==> config.mk <==
export PLATFORM = sky130hd
export DESIGN_NAME = seven_segment_scan_controller
export DESIGN_NICKNAME = d
export VERILOG_FILES = /design/src/rtl/seven_segment_scan_controller_pkg.sv /design/src/rtl/seven_segment_scan_controller_decoder.sv /design/src/rtl/seven_segment_scan_controller.sv
export SDC_FILE = /design/constraint.sdc
export NUM_CORES = 1
export LEC_CHECK = 0
export ABC_AREA = 1
export CORE_MARGIN = 4
export CORE_UTILIZATION = 55
export CTS_CLUSTER_DIAMETER = 40
export DETAILED_ROUTE_END_ITERATION = 8
export PLACE_DENSITY = 0.81
export SYNTH_ARGS = -nofsm -noshare
export SYNTH_HDL_FRONTEND = slang
export SYNTH_HIERARCHICAL = 1
export SYNTH_SLANG_ARGS = --single-unit
==> constraint.sdc <==
create_clock -name clk -period 6.05 [get_ports clk]
set_clock_uncertainty 0.2 [all_clocks]
set_input_delay 1.815 -clock clk [delete_from_list [all_inputs] [get_ports clk]]
set_output_delay 1.815 -clock clk [all_outputs]
set_load 0.05 [all_outputs]
==> src/rtl/seven_segment_scan_controller_pkg.sv <==
// Shared display-code definitions for the seven-segment scan controller and its decoder.
package seven_segment_scan_controller_pkg;

  typedef logic [3:0] disp_code_t;

  localparam disp_code_t CODE_DASH  = 4'hA;
  localparam disp_code_t CODE_ERR   = 4'hE;
  localparam disp_code_t CODE_BLANK = 4'hF;

endpackage

==> src/rtl/seven_segment_scan_controller_decoder.sv <==
// Display code to gfedcba segment pattern (active high); dash lights g only, blank lights nothing.
module Seven_Segment_Decoder
  import seven_segment_scan_controller_pkg::*;
(
  input  logic [3:0] code,
  output logic [6:0] seg
);

  always_comb begin
    seg = 7'h00;
    case (code)
      4'h0:       seg = 7'h3F;
      4'h1:       seg = 7'h06;
      4'h2:       seg = 7'h5B;
      4'h3:       seg = 7'h4F;
      4'h4:       seg = 7'h66;
      4'h5:       seg = 7'h6D;
      4'h6:       seg = 7'h7D;
      4'h7:       seg = 7'h07;
      4'h8:       seg = 7'h7F;
      4'h9:       seg = 7'h6F;
      CODE_DASH:  seg = 7'h40;
      CODE_ERR:   seg = 7'h79;
      default:    seg = 7'h00;
    endcase
  end

endmodule

==> src/rtl/seven_segment_scan_controller.sv <==
// Time-multiplexed seven-segment scan controller with frame-aligned value commits.
// SEG_LEADING_ZERO_BLANK_EN enables leading-zero blanking with a floating minus sign.
module seven_segment_scan_controller
  import seven_segment_scan_controller_pkg::*;
#(
  parameter int NUM_DIGITS = 4,
  parameter int TICK_DIV   = 50000
) (
  input  logic                    clk,
  input  logic                    rst,
  input  logic                    load_valid,
  input  logic [4*NUM_DIGITS-1:0] load_bcd,
  input  logic                    load_neg,
  input  logic                    load_err,
  output logic                    pending,
  output logic                    frame_start,
  output logic [NUM_DIGITS-1:0]   digit_en,
  output logic [3:0]              code,
  output logic [6:0]              seg
);

  localparam int W     = 4 * NUM_DIGITS;
  localparam int IDX_W = $clog2(NUM_DIGITS);
  localparam int PRE_W = $clog2(TICK_DIV);

  logic [PRE_W-1:0] prescaler;
  logic [IDX_W-1:0] index;
  logic [IDX_W-1:0] next_idx;
  logic [W-1:0]     disp;
  logic [W-1:0]     disp_next;
  logic [W-1:0]     formatted;
  logic [W-1:0]     pend_bcd;
  logic             pend_neg;
  logic             pend_err;
  logic             tick;
  logic             wrap;
  logic             commit;

  function automatic logic [W-1:0] format_value(input logic [W-1:0] bcd,
                                                input logic neg, input logic err);
    logic [W-1:0] r;
    logic         bad;
    bad = err;
    r   = bcd;
    for (int i = 0; i < NUM_DIGITS; i++) begin
      if (bcd[4*i +: 4] > 4'd9) bad = 1'b1;
    end
`ifdef SEG_LEADING_ZERO_BLANK_EN
    begin
      int msd;
      msd = 0;
      for (int i = 0; i < NUM_DIGITS; i++) begin
        if (bcd[4*i +: 4] != 4'd0) msd = i;
      end
      for (int i = 1; i < NUM_DIGITS; i++) begin
        if (i > msd) r[4*i +: 4] = CODE_BLANK;
      end
      if (neg) begin
        if (msd == NUM_DIGITS - 1) bad = 1'b1;
        else r[4*(msd+1) +: 4] = CODE_DASH;
      end
    end
`else
    if (neg) begin
      if (bcd[W-1 -: 4] != 4'd0) bad = 1'b1;
      else r[W-1 -: 4] = CODE_DASH;
    end
`endif
    if (bad) begin
      r          = {W{1'b1}};
      r[W-1 -: 4] = CODE_ERR;
    end
    return r;
  endfunction

  always_comb begin
    tick     = (prescaler == PRE_W'(TICK_DIV - 1));
    wrap     = (index == IDX_W'(NUM_DIGITS - 1));
    next_idx = wrap ? '0 : index + 1'b1;
    // A load arriving on the wrap tick bypasses the pending register.
    commit   = tick && wrap && (pending || load_valid);
    if (load_valid) formatted = format_value(load_bcd, load_neg, load_err);
    else            formatted = format_value(pend_bcd, pend_neg, pend_err);
    disp_next = commit ? formatted : disp;
  end

  always_ff @(posedge clk) begin
    if (rst) begin
      prescaler   <= '0;
      index       <= '0;
      digit_en    <= NUM_DIGITS'(1);
      code        <= CODE_BLANK;
      disp        <= {W{1'b1}};
      pend_bcd    <= {W{1'b1}};
      pend_neg    <= 1'b0;
      pend_err    <= 1'b0;
      pending     <= 1'b0;
      frame_start <= 1'b0;
    end else begin
      frame_start <= 1'b0;
      prescaler   <= tick ? '0 : prescaler + 1'b1;
      if (load_valid && !commit) begin
        pend_bcd <= load_bcd;
        pend_neg <= load_neg;
        pend_err <= load_err;
        pending  <= 1'b1;
      end else if (commit) begin
        pending <= 1'b0;
      end
      if (tick) begin
        index       <= next_idx;
        digit_en    <= NUM_DIGITS'(1) << next_idx;
        code        <= disp_next[4*next_idx +: 4];
        frame_start <= wrap;
      end
      disp <= disp_next;
    end
  end

  Seven_Segment_Decoder u_decoder (
    .code (code),
    .seg  (seg)
  );

endmodule

# Yosys cells after proc, flatten, opt, wreduce, memory -nomap -nowiden
# Memory sizes are Yosys's and may differ from the RTL's. A register that Yosys moved wholly into a read port is not among the register bits.
# Index checks and enable logic that the tools add are counted.
# totals
reg_bits	62
romBits	112
input_bits	21
out_inout_bits	17
wordCells	63
mem_count	1
# mem_list
memory	words	word_bits	read_ports	rd_clocked_by_memory_dff	wr	line	rtl
(no name shown)	16	7	1	1	0	seven_segment_scan_controller_decoder.sv:11	case (code)
# op_classes
add_sub_neg	2
order_cmp	8
n_eq_ne	2
shifts	2
n_mux	27
n_bitwise	1
n_reduce_logical	10
# op_table
op	count
16-bit two-way mux	4
4-bit > comparator, second input constant	8
4-bit two-way mux	6
16-bit by 1-bit adder with 16-bit output, second input constant	1
16-bit == test, second input constant	1
1-bit two-way mux	16
16-bit by 5-bit indexed part select with 4-bit output	1
4-bit nonzero test	2
2-bit OR reduction	2
1-bit by 2-bit left shift with 4-bit output, first input constant	1
1-bit logical AND	3
2-bit by 1-bit adder with 2-bit output, second input constant	1
2-bit == test, second input constant	1
2-bit two-way mux	1
2-bit nonzero test	1
1-bit zero test	1
1-bit logical OR	1
1-bit inverter	1

# Longest topological paths before layout
# Gate-level depths: netlist of the first run.
# logic_depth
ltp_word	14
mapped_depth	14
mapped_depth_nobuf	14

# Cells and area by module
# Netlist of the first run, hierarchy kept.
# by_module_without_submodules
mod	instances	cells_each	area_each_um2	seq_area_each_um2
seven_segment_scan_controller	1	410	3005.4	1241.2
Seven_Segment_Decoder	1	43	222.7	0.0

# Worst setup path before layout of the first run
# OpenSTA, ideal clock, no wires.
# synth_timing
path_kind	reg2out
start	reg code[1] (netlist name)
end	out seg[1]
arrival_time_ns	2.416
required_ns	4.035
path_slack_ns	1.619
path_stages_with_launch	5
cell_sequence	dfxtp_1 -> inv_1 -> ha_1 -> nand2_1 -> a21boi_0
# synth_lines
item	line	rtl
end: declaration	seven_segment_scan_controller.sv:19	output logic [6:0] seg

==> flow_summary.yaml, run 1 <==
timing:
  fmax_ghz: 0.230
  rsz0062_at_grt: "false"
  min_period_over_period_pct: 71.7
  drv_slew: 0
  worst_pin_slew_ps: 1030
  period_needed_ps: 4340
  maxSlewHeadroom_pct: 30.8
  whs_ps: 260
  fin_setup_tns_ps: 0
  setup_viol: 0
  hold_viol_final: 0
floorplan:
  start_util_pct: 57.6
  dieArea_mm2: 0.00716
  die_h_um: 84.6
  core_area_mm2: 0.00561
  ios: 38
  rows: 27
  die_x_um: 84.6
route:
  post-route-drc-count: 0
  ant_nets: 0
  drtIter0Drc: 212
  via_count: 3099
  drt-pass1-iter-count: 5
  drt-wirelength-per-cell_um: 13.3
  drt-total-wl_mm: 7.46
  routed_via_density: 5.51
critical_path:
  reg2reg_from: "prescaler[0]$_SDFF_PP0_"
  required_ps: 4030
  path_max_fanout: 8
  cp_cell_sequence: "inv_1 > ha_1 > nand2_1 > a21boi_0 > clkdlybuf4s50_1"
  crit_type: "reg2out"
  endpoint_kind: "primary output"
  worstPathArrival_ps: 2320
  cp_slowest_cell: "clkdlybuf4s50_1"
  startpoint: "code[1]$_SDFFE_PP1N_"
  worst_setup_path_start_kind: "flip-flop"
  slowest_delay_ps: 830
clock_network:
  cts_tree: "done"
  cts_hold_buf: 0
  cts_sinks: 62
  path_clk_slew_ps: 70
  cts-buffers-inserted: 9
  cts_resized: 0
  post-cts-setup-buffers: 0
  clock_path_buffers: 2
  cts_root_buf: "clkbuf_8"
  worstSkewPairLatency_ps: 340
  h-tree-depth: 3
global_route:
  grt_pass1_vias: 2790
  grt_util_met1_pct: 25.4
  grt_pass1_wl_mm: 12.3
  met3_usage_pct: 5.99
  grt_busiest_layer: "met2"
  antenna_found_initial: 0
  track_usage_pct: 21.0
  grt_max_degree: 37
  overflow: 0
  met2_usage_pct: 35.6
logic_synthesis:
  synth_area_per_cell_um2: 7.13
  syn-num-nets: 485
  netlist_area_mm2: 0.00323
  ys_ff_latch: 62
  syn_inst: 453
  synth_largest_area_cell: "dfxtp_1"
  yosysSeqAreaShare_pct: 38.4
  synth.top_cell.area_share_pct: 38.4
  synth_edf_count: 0
  synthArstFlopShare_pct: 0
  ys.flop_type: "dfxtp_1"
  synth.area.top_cells: "dfxtp_1 38%, nand3_1 11%, nand2_1 11%"
  ys_warn_count: 6
  synth_cell_types: 38
final_layout:
  fillers: 489
  antenna_cells: 0
  final_common_cell: "nand2_1"
  stdcell_count: 562
  nNetsFinal: 517
  syn_to_final_growth_pct: 17.8
  drive_above_1_share_pct: 7.35
  final_cell_mix: "94 x nand2_1, 74 x nand3_1, 62 x dfxtp_1"
power_and_ir_drop:
  power.density_mw_per_mm2: 226
  p_leak_nw: 1.71
  ir_worst_vdd_mv: 0.170
placed_design:
  portBuffers: 37
  dp_hpwl_mm: 5.23
  globalplace.congestion: 0.887
  dp.cells: 546
hold_path:
  worst_hold_path_type: "reg2reg"
  hold_start: "prescaler[0]$_SDFF_PP0_"
outcome:
  status: "complete, no violations"
flow_run:
  max-cap-violations: 0
==> flip-flops by register name (all words and copies together) (netlist names), 2 cells and up <==
register	cells
code	4
index	2
digit_en	4
pend_bcd	16
prescaler	16
disp	16
==> power by group <==
group / switching [W] / internal, W
combinational: 0.0000390 / 0.0000242
clock: 0.000160 / 0.000211
sequential: 0.00000656 / 0.000419
total: 0.000206 / 0.000654
==> routing by layer <==
metal / wire (um) / vias to the layer above / part of all wire, %
met5: 0 / - / 0
met4: 101 / 0 / 1.4
met3: 420 / 10 / 5.6
met2: 3550 / 95 / 48
met1: 3390 / 1423 / 45
li1: - / 1571 / -
==> critical path: cells and delay by family, from the launching register on <==
family	cells	cell delay, ps
adders and majority gates	1	280
DFF	1	460
buffers and inverters	2	970
and+or+nand+nor	1	90
AOI/OAI and AO/OA	1	180
==> stage by stage <==
stage / utilization [%] / area (um2) / power (W) / worst slack (ps)
after global routing: 67.8 / 3800 / 0.000888 / 1570
after global placement: 64.2 / 3600 / 0.000494 / 1840
after CTS: 67.8 / 3800 / 0.000861 / 1700
after detailed placement: 64.2 / 3600 / 0.000496 / 1700
after floorplan: - / 3230 / 0.000471 / 1620
final: 67.8 / 3800 / 0.000860 / 1710
==> cell usage after synthesis, types with 5 or more instances <==
cell and n:
a21oi_1 12, buf_2 6, clkbuf_1 8, dfxtp_1 62, ha_1 11, inv_1 58
nand2_1 94, nand3_1 74, nand4_1 22, nor2_1 29, nor3_1 5, o211ai_1 16
o21ai_0 16
==> kinds of logic after synthesis <==
kind of cell               synth area share (%)
xor gates and xnor gates                  0.543
buffers and inverters                      10.4
and+or+nand+nor                            36.4
AOI/OAI and AO/OA                          9.92
adders and majority gates                  4.26
DFF                                        38.4
==> final cells by class <==
cell class                 count  area (um2)  share of cell area [%]
clock buffer                  12         155                    4.08
clock inverter                 4        45.0                    1.18
sequential                    62        1240                    32.6
tap                           72        90.1                    2.37
inverter                      65         249                    6.55
multi-input combinational    310        1650                    43.4
timing repair buffer          37         370                    9.74
==> final timing paths <==
kind	end	slack, ps	cells past startpoint
worst max-delay path	seg[1]	1710	5
worst min-delay path	prescaler[0]$_SDFF_PP0_	260	1
worst max register to register	pend_neg$_SDFFE_PP0P_	3380	8
worst min register to register	prescaler[0]$_SDFF_PP0_	260	1
No activity file was read; power rests on OpenSTA's default activity.
==> inputs of run 2 (changes only) <==
==> constraint.sdc (replaced) <==
create_clock -name clk -period 4.01 [get_ports clk]
set_clock_uncertainty 0.2 [all_clocks]
set_input_delay 1.203 -clock clk [delete_from_list [all_inputs] [get_ports clk]]
set_output_delay 1.203 -clock clk [all_outputs]
set_load 0.05 [all_outputs]
==> run 2 against run 1 <==
Clock power grew 61%. Combinational power grew 56%. Register-to-register slack lost 1800 ps. Via count grew 0.26%. Setup slack lost 1400 ps. Final cell count grew 0.89%. Wire length grew 1.9%. Critical endpoint unchanged.
==> flow_summary.yaml, run 2 (synthesized netlist as in run 1, its figures left out) <==
outcome:
  status: "complete, no violations"
timing:
  rsz0062_at_grt: "false"
  fin_setup_tns_ps: 0
  worst_pin_slew_ps: 901
  setup_viol: 0
  maxSlewHeadroom_pct: 39.7
  fmax_ghz: 0.271
  min_period_over_period_pct: 91.9
  hold_viol_final: 0
  drv_slew: 0
  period_needed_ps: 3690
  whs_ps: 258
final_layout:
  final_common_cell: "nand2_1"
  biggestRegsByFlops: "disp x16, pend_bcd x16, prescaler x16"
  drive_above_1_share_pct: 8.28
  multi_input_area_mm2: 0.00165
  nNetsFinal: 522
  finalInstanceArea_mm2: 0.00385
  fillers: 487
  antenna_cells: 0
  regArea_mm2: 0.00124
  final_cell_mix: "94 x nand2_1, 74 x nand3_1, 62 x dfxtp_1"
  syn_to_final_growth_pct: 19.4
clock_network:
  post-cts-setup-buffers: 0
  cts-buffers-inserted: 9
  h-tree-depth: 3
  cts_resized: 0
  clock_path_buffers: 2
  cts_root_buf: "clkbuf_8"
  cts_sinks: 62
  path_clk_slew_ps: 60
  worstSkewPairLatency_ps: 340
  cts_hold_buf: 0
  cts_tree: "done"
critical_path:
  worstPathArrival_ps: 2280
  required_ps: 2610
  crit_type: "reg2out"
  worst_setup_path_start_kind: "flip-flop"
  endpoint_kind: "primary output"
  r2r_cells: 10
  path_max_fanout: 8
power_and_ir_drop:
  p_leak_nw: 1.73
  power.density_mw_per_mm2: 347
  ir_worst_vdd_mv: 0.188
hold_path:
  holdPathStages: 1
  worst_hold_path_type: "reg2reg"
route:
  ant_nets: 0
  drt-total-wl_mm: 7.60
  drtIter0Drc: 227
  via_count: 3107
  routed_via_density: 5.48
  post-route-drc-count: 0
  drt-wirelength-per-cell_um: 13.4
  drt-pass1-iter-count: 5
floorplan:
  start_util_pct: 57.6
  die_x_um: 84.6
  ios: 38
  die_h_um: 84.6
  rows: 27
  dieArea_mm2: 0.00716
  core_area_mm2: 0.00561
global_route:
  grt_pass1_wl_mm: 13.0
  grt_max_degree: 37
  overflow: 0
  track_usage_pct: 22.0
  grt_pass1_vias: 2853
  antenna_found_initial: 0
placed_design:
  placed_area_mm2: 0.00364
  dp_hpwl_mm: 5.34
  globalplace.congestion: 0.838
  portBuffers: 37
flow_run:
  max-cap-violations: 0
run 2: area by class of cell:
class                      count  area share, %
sequential                    62           32.2
tap                           72           2.34
timing repair buffer          42           10.6
multi-input combinational    310           42.9
clock inverter                 6           2.24
clock buffer                  10           3.31
inverter                      65           6.46
run 2: final timing paths:
kind | start | end | slack [ps]
worst min-delay path | prescaler[0]$_SDFF_PP0_ | prescaler[0]$_SDFF_PP0_ | 260
worst max-delay path | code[1]$_SDFFE_PP1N_ | seg[1] | 320
worst min register to register | prescaler[0]$_SDFF_PP0_ | prescaler[0]$_SDFF_PP0_ | 260
worst max register to register | pend_bcd[1]$_SDFFE_PP1P_ | code[3]$_SDFFE_PP1N_ | 1590
run 2: critical path: stages, from the launching register on:
cell and delay, ps:
dfxtp_1 450, inv_1 140, ha_1 290, nand2_1 80, a21boi_0 170, clkdlybuf4s50_1 820
run 2: routing by layer:
metal  track usage [%]  part of all wire (%)  vias up
li1                  -                     -     1580
met5                 0                     0        -
met4              8.49                   1.6        0
met1              29.6                    46     1418
met3              3.83                   4.6       13
met2              35.0                    48       96
run 2: through the flow:
stage,setup slack (ps),cells,power (W),utilization [%]
after floorplan,191,453,0.000711,-
after global placement,746,551,0.000749,64.9
after detailed placement,673,551,0.000752,64.9
after CTS,304,567,0.00134,68.7
after global routing,151,567,0.00138,68.7
final,325,567,0.00134,68.7
run 2: power by group:
| part | internal [W] | total, W | leakage (nW) | switching, W |
|---|---|---|---|---|
| Clock | 0.000349 | 0.000597 | 0.106 | 0.000248 |
| Sequential | 0.000632 | 0.000642 | 0.506 | 0.00000997 |
| Combinational | 0.0000392 | 0.0000985 | 1.12 | 0.0000593 |
==> inputs of run 3 (changes only) <==
--- a/config.mk
+++ b/config.mk
@@ -10,6 +10,7 @@
 export CORE_UTILIZATION = 55
 export CTS_CLUSTER_DIAMETER = 40
 export DETAILED_ROUTE_END_ITERATION = 8
+export HOLD_SLACK_MARGIN = 0.1
 export PLACE_DENSITY = 0.81
 export SYNTH_ARGS = -nofsm -noshare
 export SYNTH_HDL_FRONTEND = slang
==> constraint.sdc (replaced) <==
create_clock -name clk -period 4.2 [get_ports clk]
set_clock_uncertainty 0.2 [all_clocks]
set_input_delay 1.26 -clock clk [delete_from_list [all_inputs] [get_ports clk]]
set_output_delay 1.26 -clock clk [all_outputs]
set_load 0.05 [all_outputs]
==> run 3 against run 2 <==
Hold slack better by 6.0 ps. Total power is 14% lower. Final area is 1.5% lower. Core utilization is 1.0 points lower. Wire length is 0.41% lower. Sequential share of layout area is 0.50 points higher. Register-to-register slack better by 170 ps. Via count is 1.2% higher. Non-clock buffer count stayed put. Largest cell class unchanged.
==> flow_summary.yaml, run 3 (synthesized netlist as in run 1, its figures left out) <==
global_route:
  grt_pass1_vias: 2990
  overflow: 0
  grt_max_degree: 30
  track_usage_pct: 21.8
  antenna_found_initial: 0
  grt_pass1_wl_mm: 13.0
clock_network:
  cts_sinks: 62
  cts_hold_buf: 0
  worstSkewPairLatency_ps: 330
  h-tree-depth: 3
  post-cts-setup-buffers: 0
  clock_path_buffers: 2
  cts_root_buf: "clkbuf_8"
  cts_resized: 0
  path_clk_slew_ps: 60
  cts_tree: "done"
  cts-buffers-inserted: 9
final_layout:
  antenna_cells: 0
  final_common_cell: "nand2_1"
  nNetsFinal: 522
  final_cell_mix: "94 x nand2_1, 74 x nand3_1, 62 x dfxtp_1"
  finalInstanceArea_mm2: 0.00379
  biggestRegsByFlops: "disp x16, pend_bcd x16, prescaler x16"
  syn_to_final_growth_pct: 17.6
  drive_above_1_share_pct: 7.71
placed_design:
  placed_area_mm2: 0.00364
  globalplace.congestion: 0.841
  dp_hpwl_mm: 5.54
  preCtsSetupSlack_ps: 785
  portBuffers: 37
timing:
  fin_setup_tns_ps: 0
  period_needed_ps: 3750
  drv_slew: 0
  fmax_ghz: 0.266
  min_period_over_period_pct: 89.4
  hold_viol_final: 0
  worst_pin_slew_ps: 864
  rsz0062_at_grt: "false"
  maxSlewHeadroom_pct: 42.2
  setup_slack_ps: 446
  setup_viol: 0
flow_run:
  max-cap-violations: 0
floorplan:
  rows: 27
  start_util_pct: 57.6
  core_area_mm2: 0.00561
  die_x_um: 84.6
  dieArea_mm2: 0.00716
  ios: 38
  die_h_um: 84.6
hold_path:
  worst_hold_path_type: "reg2reg"
route:
  via_count: 3145
  drt-pass1-iter-count: 5
  routed_via_density: 5.57
  ant_nets: 0
  drtIter0Drc: 205
  drt-wirelength-per-cell_um: 13.4
  post-route-drc-count: 0
  drt-total-wl_mm: 7.57
outcome:
  status: "complete, no violations"
power_and_ir_drop:
  ir_worst_vdd_mv: 0.219
  power.density_mw_per_mm2: 302
  p_leak_nw: 1.71
critical_path:
  slowest_delay_ps: 830
  required_ps: 2740
  path_max_fanout: 8
  crit_type: "reg2out"
  endpoint_kind: "primary output"
  worstPathArrival_ps: 2290
  path_buf_inv: 2
  cp_cell_sequence: "inv_1 > ha_1 > nand2_1 > a21boi_0 > clkdlybuf4s50_1"
  cp_top_family: "buffers and inverters"
  cp_slowest_cell: "clkdlybuf4s50_1"
  worst_setup_path_start_kind: "flip-flop"
-- run 3: where the power goes --
part	switching, W	internal (W)	leakage [nW]
clock network	0.000218	0.000222	0.0821
logic	0.0000563	0.0000374	1.12
registers	0.00000976	0.000603	0.506
-- run 3: worst paths after layout --
path | end | slack [ps] | cells after the start | startpoint
worst min-delay path | prescaler[0]$_SDFF_PP0_ | 260 | 1 | prescaler[0]$_SDFF_PP0_
worst min register to register | prescaler[0]$_SDFF_PP0_ | 260 | 1 | prescaler[0]$_SDFF_PP0_
worst max register to register | code[1]$_SDFFE_PP1N_ | 1760 | 10 | pend_bcd[1]$_SDFFE_PP1P_
worst max-delay path | seg[1] | 450 | 5 | code[1]$_SDFFE_PP1N_
-- run 3: per-layer routing --
layer | GRT usage, % | vias up | share of wire (%)
li1 | - | 1581 | -
met1 | 27.0 | 1449 | 44
met2 | 36.7 | 94 | 49
met3 | 5.89 | 21 | 5.2
met4 | 7.19 | 0 | 1.7
met5 | 0 | - | 0
-- run 3: area by class of cell --
class | instances | area [um2]
clock buffers | 12 | 145
clock inverters | 2 | 10.0
fillers | 506 | 1810
inverters | 65 | 249
multi-input cells | 310 | 1650
flip-flops and latches | 62 | 1240
well taps | 72 | 90.1
repair buffers | 42 | 408
-- run 3: per-stage QoR --
| stage | cells | utilization (%) | hold slack [ps] | total power (W) |
|---|---|---|---|---|
| after detailed placement | 551 | 64.9 | 251 | 0.000718 |
| final | 565 | 67.7 | 264 | 0.00115 |
| after floorplan | 453 | - | 218 | 0.000679 |
| after global placement | 551 | 64.9 | 230 | 0.000715 |
| after global routing | 565 | 67.7 | 278 | 0.00119 |
| after CTS | 565 | 67.7 | 261 | 0.00115 |
-- run 3: worst register-to-register path, delay by kind of cell, from the launching register on --
| family | cells | cell delay, ps |
|---|---|---|
| simple gates | 8 | 1520 |
| compound gates | 1 | 260 |
| buf+inv | 1 | 40 |
| flops | 1 | 330 |
